### config.mk
export PLATFORM = sky130hd
export DESIGN_NAME = rf_wb_arbiter
export DESIGN_NICKNAME = d
export VERILOG_FILES = /design/src/rtl/rf_wb_arbiter.sv
export SDC_FILE = /design/constraint.sdc
export NUM_CORES = 1
export LEC_CHECK = 0
export ABC_AREA = 1
export CAP_MARGIN = 15
export CORE_MARGIN = 4
export CORE_UTILIZATION = 42
export DETAILED_ROUTE_END_ITERATION = 12
export GPL_TIMING_DRIVEN = 0
export PLACE_DENSITY_LB_ADDON = 0.25
export REMOVE_ABC_BUFFERS = 1
export SYNTH_ARGS = -nofsm -noshare
export SYNTH_HDL_FRONTEND = slang
export SYNTH_SLANG_ARGS = --single-unit
### constraint.sdc
create_clock -name clk -period 2.7 [get_ports clk]
set_input_delay 0.54 -clock clk [delete_from_list [all_inputs] [get_ports clk]]
set_output_delay 0.54 -clock clk [all_outputs]
set_load 0.03 [all_outputs]
### src/rtl/rf_wb_arbiter.sv
// rf_wb_arbiter: round-robin arbiter that shares the register-file write
// port among NUM_REQ writeback sources through a one-entry output stage.
//
// Ports:
//   clk, rst                 clock, synchronous active-high reset
//   req_valid/req_rd/req_data  per-source write offers (packed slices)
//   req_ready                one-hot-or-zero grant, transfer on valid&ready
//   rf_hold                  freezes the output stage (no write while high)
//   rf_we/rf_rd/rf_wdata     register-file write port
//   wb_busy                  bit r set while a write to r is pending
//   grant_cnt                total accepted requests, wraps at 2^16
module rf_wb_arbiter #(
    parameter int NUM_REQ = 3,
    parameter int DATA_W  = 32,
    parameter int ADDR_W  = 5
) (
    input  logic                      clk,
    input  logic                      rst,
    input  logic [NUM_REQ-1:0]        req_valid,
    input  logic [NUM_REQ*ADDR_W-1:0] req_rd,
    input  logic [NUM_REQ*DATA_W-1:0] req_data,
    output logic [NUM_REQ-1:0]        req_ready,
    input  logic                      rf_hold,
    output logic                      rf_we,
    output logic [ADDR_W-1:0]         rf_rd,
    output logic [DATA_W-1:0]         rf_wdata,
    output logic [31:0]               wb_busy,
    output logic [15:0]               grant_cnt
);

    localparam int PTR_W = $clog2(NUM_REQ);

    logic [PTR_W-1:0]  ptr;
    logic [PTR_W-1:0]  ptr_nxt;
    logic [PTR_W-1:0]  win_idx;
    logic              win_found;
    logic [ADDR_W-1:0] sel_rd;
    logic [DATA_W-1:0] sel_data;
    logic              slot_free;
    logic              grant;

    logic              out_valid;
    logic [ADDR_W-1:0] out_rd;
    logic [DATA_W-1:0] out_wdata;

    // Search ptr, ptr+1, ... wrapping at NUM_REQ; first valid source wins.
    always_comb begin : arb
        int j;
        j         = 0;
        win_found = 1'b0;
        win_idx   = '0;
        sel_rd    = '0;
        sel_data  = '0;
        for (int k = 0; k < NUM_REQ; k++) begin
            j = int'(ptr) + k;
            if (j >= NUM_REQ) begin
                j = j - NUM_REQ;
            end
            if (!win_found && req_valid[j]) begin
                win_found = 1'b1;
                win_idx   = PTR_W'(j);
                sel_rd    = req_rd[j*ADDR_W +: ADDR_W];
                sel_data  = req_data[j*DATA_W +: DATA_W];
            end
        end
    end

    assign ptr_nxt = (win_idx == PTR_W'(NUM_REQ - 1))
                   ? '0
                   : win_idx + 1'b1;

    // The slot drains whenever hold is low, so a held entry and a new
    // grant can pass through in the same cycle.
    assign slot_free = ~out_valid | ~rf_hold;
    assign grant     = slot_free & win_found & ~rst;

    always_comb begin
        req_ready = '0;
        if (grant) begin
            req_ready[win_idx] = 1'b1;
        end
    end

    always_ff @(posedge clk) begin
        if (rst) begin
            ptr       <= '0;
            out_valid <= 1'b0;
            out_rd    <= '0;
            out_wdata <= '0;
            grant_cnt <= '0;
        end else if (slot_free) begin
            if (grant) begin
                // x0 writes are consumed but never reach the file.
                out_valid <= (sel_rd != '0);
                out_rd    <= sel_rd;
                out_wdata <= sel_data;
                ptr       <= ptr_nxt;
                grant_cnt <= grant_cnt + 16'd1;
            end else begin
                out_valid <= 1'b0;
            end
        end
    end

    assign rf_we    = out_valid & ~rf_hold;
    assign rf_rd    = out_rd;
    assign rf_wdata = out_wdata;

    always_comb begin
        wb_busy = '0;
        for (int r = 1; r < 32; r++) begin
            wb_busy[r] = out_valid & (32'(out_rd) == 32'(r));
        end
    end

endmodule

Word-level counts from Yosys, hierarchy flattened
Index checks and enable logic that the tools add are counted.

Add/sub/neg operators: 7. Multipliers: 3. Magnitude comparators: 8. Equal/unequal tests: 32. Shift operators: 6. Multiplexer cells: 29. Bitwise gates (word level): 38. Reductions and logical operators: 7.

Operators by type and width (count): $shiftx A96 B32 Y32 (3); $mux W32 (6); $lt A32 B4 Y1 const B (3); $mul A32 B4 Y32 const B (3); $shiftx A15 B32 Y5 (3); $eq A5 B5 Y1 const B (16); $eq A5 B4 Y1 const B (8); $and A1 B1 Y1 (34); $eq A5 B3 Y1 const B (4); $add A16 B1 Y16 const B (1); $mux W5 (3); $mux W1 (11); $eq A5 B2 Y1 const B (2); $mux W2 (4); $sub A3 B2 Y4 const B (2); $bmux W1 S2 (3); $ge A3 B2 Y1 const B (2); $eq A5 B1 Y1 const B (1); $reduce_bool A5 Y1 (1); $add A2 B1 Y3 const B (1); $add A2 B2 Y3 const B (1); $logic_and A1 B1 Y1 (3); $lt A2 B3 Y1 const B (1); $mux W3 (1); other kinds (10) (13).

Register bits: 56. Input bits: 117. Output and inout port bits: 89. Word-level logic and storage cells: 135.

Logic depth before layout (Yosys ltp)
Gate-level depths: netlist of run 1.

Depth after elaboration: 17. Gate-level depth with buffers: 21. Mapped depth without buffers: 20.

Worst setup path before layout of run 1
OpenSTA, ideal clock, no wires.

Kind: reg-to-reg. Start: register ptr[1]. End: register out_valid. Setup time: 112 ps. Arrival: 2571 ps. Slack: 17 ps. Cell stages (with the launch flop): 19. Path buffers: 3. Clock period less this slack: 2683 ps. Cell sequence: dfxtp_1 > inv_1 > ha_1 > buf_2 > buf_4 > buf_2 > nor3_1 > ha_1 > clkinv_1 > nand2_1 > o21ai_0 > nand2_1 > nand2_1 > nand3_1 > nand3_1 > nor2_1 > nand3_1 > nand2_1 > nand2_1.

Longest elaborated chain between the ends: 15. Elaborated cells between the ends (all ways): 40.

Ends and longest elaborated chain: start, declared (line 33) `logic [PTR_W-1:0] ptr;`; start signal, assigned (line 97) `ptr <= ptr_nxt;`; parallel branches: the longest is 14 deep, another holds $mul A32 B4 Y32; $mux W1 * (line 92) `if (grant) begin`; end signal, assigned (line 94) `out_valid <= (sel_rd != '0);`; end, declared (line 42) `logic out_valid;`.

Every way passes the cells marked *. The select of a mux whose other input is x is not followed. A chain may end at the register's enable or synchronous reset.

Worst setup path in the final report of run 1
Start: input port req_valid[2]. End: output port req_ready[1].

Longest elaborated chain between the ends: 15. Elaborated cells between the ends (all ways): 27.

Ends and longest elaborated chain: start, declared (line 19) `input logic [NUM_REQ-1:0] req_valid,`; $bmux W1 S2 (line 59) `if (!win_found && req_valid[j]) begin`; $mux W1 (not written as such) (2 in series) (line 59); $mux W1 (line 59); $logic_not A1 Y1 (line 59); $logic_and A1 B1 Y1 (line 59); $mux W1 (line 59); $logic_not A1 Y1 (line 59); $logic_and A1 B1 Y1 (line 59); $mux W2 (line 59); $lt A2 B3 Y1 (not written as such) / $ge A2 B1 Y1 (equally long branches) (line 80) `req_ready[win_idx] = 1'b1;`; $logic_and A1 B1 Y1 (not written as such) (line 80); $mux W1 (not written as such) (line 80); $demux W1 S2 (line 80); $mux W3 * (line 79) `if (grant) begin`; end, declared (line 22) `output logic [NUM_REQ-1:0] req_ready,`.

Every way passes the cells marked *; elsewhere a longest branch is shown, timed or not. The select of a mux whose other input is x is not followed.

==> results of run 1 <==
[sequential cells by signal, summed over array words and instances, names as in the netlist]
name	cells
grant_cnt	16
out_valid	1
ptr	2
rf_rd	5
rf_wdata	32
[final cells by class]
class | instances | area, µm²
sequential | 56 | 1130
clock buffer | 5 | 125
clock inverter | 3 | 25.0
fill | 1189 | 4530
tap | 176 | 220
multi-input combinational | 737 | 4060
timing repair buffer | 254 | 2600
timing repair inverter | 6 | 55.1
inverter | 126 | 559
[path summary, 6_finish.rpt]
| kind | from | to |
|---|---|---|
| setup / recovery | req_valid[2] | req_ready[1] |
| hold / removal | grant_cnt[8] | grant_cnt[8] |
| setup reg to reg | ptr[0] | out_valid |
| hold reg to reg | grant_cnt[8] | grant_cnt[8] |
[what timing repair did]
item / 4_1_cts / 5_1_grt
setup buffers: 21 / 22
setup endpoints to repair: 59 / 6
cloned: 9 / 2
gates resized for setup: 66 / 42
pin swaps: 9 / 17
hold buffers: 0 / 0
[power groups by stage]
stage	Clock, mW	Sequential, mW	Combinational (mW)
2_1_floorplan	0	1.91	4.09
3_3_place_gp	0	1.38	6.95
3_5_place_dp	0	1.38	7.20
4_1_cts	0.735	1.38	8.18
5_1_grt	0.763	1.44	9.74
6_report	0.730	1.39	9.22
[layout by cell type (no fill, tap or decap), types with 4 or more instances in the layout]
cell and count:
nand4_1 6, o221ai_1 43, nand3_1 70, nand2_1 192, inv_1 108, buf_4 36, a21oi_1 118, nor2_2 6
nor4_1 4, clkbuf_16 6, inv_6 7, nand2_2 7, buf_16 4, a22oi_1 33, o21ai_0 77, dfxtp_1 54
nand2_4 7, buf_6 7, nor2_1 87, inv_4 5, clkdlybuf4s50_1 201, o211ai_1 23, nor2_4 8, inv_2 7
nand3_2 4, o22ai_1 17
[stage by stage]
step           power, mW  cell area (µm²)  hold WS [ns]  TNS [ns]
6_report            11.3             8770         0.477   -0.0320
3_5_place_dp        8.59             7760         0.471    -84.16
5_1_grt             11.9             8770         0.523    -0.359
4_1_cts             10.3             8380         0.483   -0.0345
2_1_floorplan       6.00             5390         0.513    -38.00
3_3_place_gp        8.32             7650         0.466   -145.78
[worst register-to-register path, delay by kind of cell, from the launching register on]
family / cells / cell delay [ns]
simple gates: 12 / 1.07
fa+ha+maj: 3 / 0.71
buf+inv: 5 / 0.44
flops: 1 / 0.37
[layer usage]
metal / track usage [%] / vias up / wire (µm)
met5: 0 / - / 13
met4: 12.9 / 2 / 1130
met3: 9.39 / 114 / 3620
met2: 48.1 / 644 / 11600
met1: 37.1 / 3675 / 9920
li1: - / 3790 / -
[kinds of logic after synthesis]
group                    after synthesis  share of synthesized area, %
buffers and inverters                197                          14.4
flip-flops                            56                          19.5
XOR/XNOR                               2                         0.305
AND/OR/NAND/NOR                      398                          29.7
other                                  2                         0.131
adder cells (fa/ha/maj)                8                          1.88
AO/OA/AOI/OAI                        323                          34.0
==> results_dict.tcl, run 1 <==
set metrics [dict create \
    fin_skew_ns 0.0124 \
    post-place-cells 1300 \
    clock_path_buffers 2 \
    maxCapViolCount 0 \
    cp_max_fo 5 \
    r2r_slack_ns 0.01 \
    power.share.switching_pct 56.7 \
    cpMostUsedCell "inv_2" \
    end_kind "output pin" \
    critical_path.max_stage_delay_ns 0.53 \
    synth_seq_area_share_pct 19.5 \
    start_util_pct 43.1 \
    dp_hpwl_um 14500 \
    critical_path_depth 11 \
    synth_common_cells "nand2_1 (201), a21oi_1 (120), inv_1 (118)" \
    cp_top_family "buffers and inverters" \
    worst-path-buf-inv 6 \
    yosysUniqueCellTypes 37 \
    period_share_pct 101 \
    status "finished with violations" \
    path_class "primary input to output pin" \
    synth_edf_count 0 \
    area_delta_synth_final_pct 52.8 \
    switchingPower_mw 6.43 \
    min_period_ns 2.73 \
    pre_cts_slack_ns -2.59 \
    synth_area_um2 5740 \
    worstMarginPinSlew_ns 1.01 \
    core_um2 13300 \
    wl_per_cell_um 19.3 \
    ant_nets 0 \
    drtIter0Drc 991 \
    die_w_um 125 \
    synth_most_common_cell "nand2_1" \
    ys_warn_count 0 \
    drv_slew 0 \
    grt_pass1_vias 7486 \
    cts_tree "done" \
    dieArea_um2 15600 \
    n_antenna_cell 0 \
    root_buffer "clkbuf_16" \
    synth_ff_type "dfxtp_1" \
    rsz0062_at_grt "true" \
    p_int_mw 4.92 \
    clock_latency_ns 0.32 \
    grt_overflow 0 \
    comb_power_share_pct 81.3 \
    reg2reg_depth 20 \
    worstPathArrival_ns 2.19 \
    synth-seq-cells 56 \
    p_leak_nw 3.65 \
    relSlewSlack_pct 32.9 \
    wirelength_um 26300 \
    vias 8225 \
    instances_no_fill 1363 \
    netlist_instances 986 \
    timing.critical_path.cells "clkdlybuf4s50_1 > inv_2 > o21ai_4 > nand2_4 > buf_4 > o22ai_2 > a21oi_2 > inv_1 > nand2_1 > inv_2 > buf_6" \
    setup_slack_ns -0.0320 \
    start_kind "primary input" \
    ys_top_cells_by_area "dfxtp_1 (20%), nand2_1 (13%), a21oi_1 (10%)" \
    die_h_um 125 \
    yosysTopAreaCellShare_pct 19.5 \
    antenna_found_initial 1 \
    grt_pass1_wl_um 38500 \
    clkPwrFrac_pct 6.4 \
    hold-path-cell-count 2 \
    max_freq_ghz 0.366 \
    vdd_drop_max_mv 0.786 \
    dr.pass1.iters 7 \
    utilization_pct 66.0 \
    post-route-drc-count 0 \
    violations "setup timing" \
    track_usage_pct 30.0 \
    port_buffers 204 \
    drive_above_1_share_pct 11.5 \
    viasPerCell 6.03 \
    critPathRequiredTime_ns 2.16 \
    numCtsBuffers 5 \
    setup_viol 1 \
    synth_largest_area_cell "dfxtp_1" \
    clkSlewWorstSetupHoldPaths_ns 0.08 \
    nNetsFinal 1311 \
    synth.avg_cell_area_um2 5.82 \
    hold_class "flop to flop" \
    io_pins 206 \
    cp_slowest_cell "clkdlybuf4s50_1" \
    hold_viol 0 \
    synth-async-reset-ratio_pct 0 \
    h-tree-depth 2 \
    fp-row-count 42 \
    power_density_nw_per_um2 1290 \
    seq_power_share_pct 12.3 \
    clkSinkCount 56 \
    routabilityCongestion 0.921 \
    grt_max_degree 47 \
]
(Power assumes the default switching activity.)
==> run 2: changes to the inputs <==
--- a/config.mk
+++ b/config.mk
@@ -16,3 +16,4 @@
 export SYNTH_ARGS = -nofsm -noshare
 export SYNTH_HDL_FRONTEND = slang
 export SYNTH_SLANG_ARGS = --single-unit
+export TNS_END_PERCENT = 30
==> results of run 2 <==
Same layout as run 1: the final DEF is identical, and so are final timing and power.
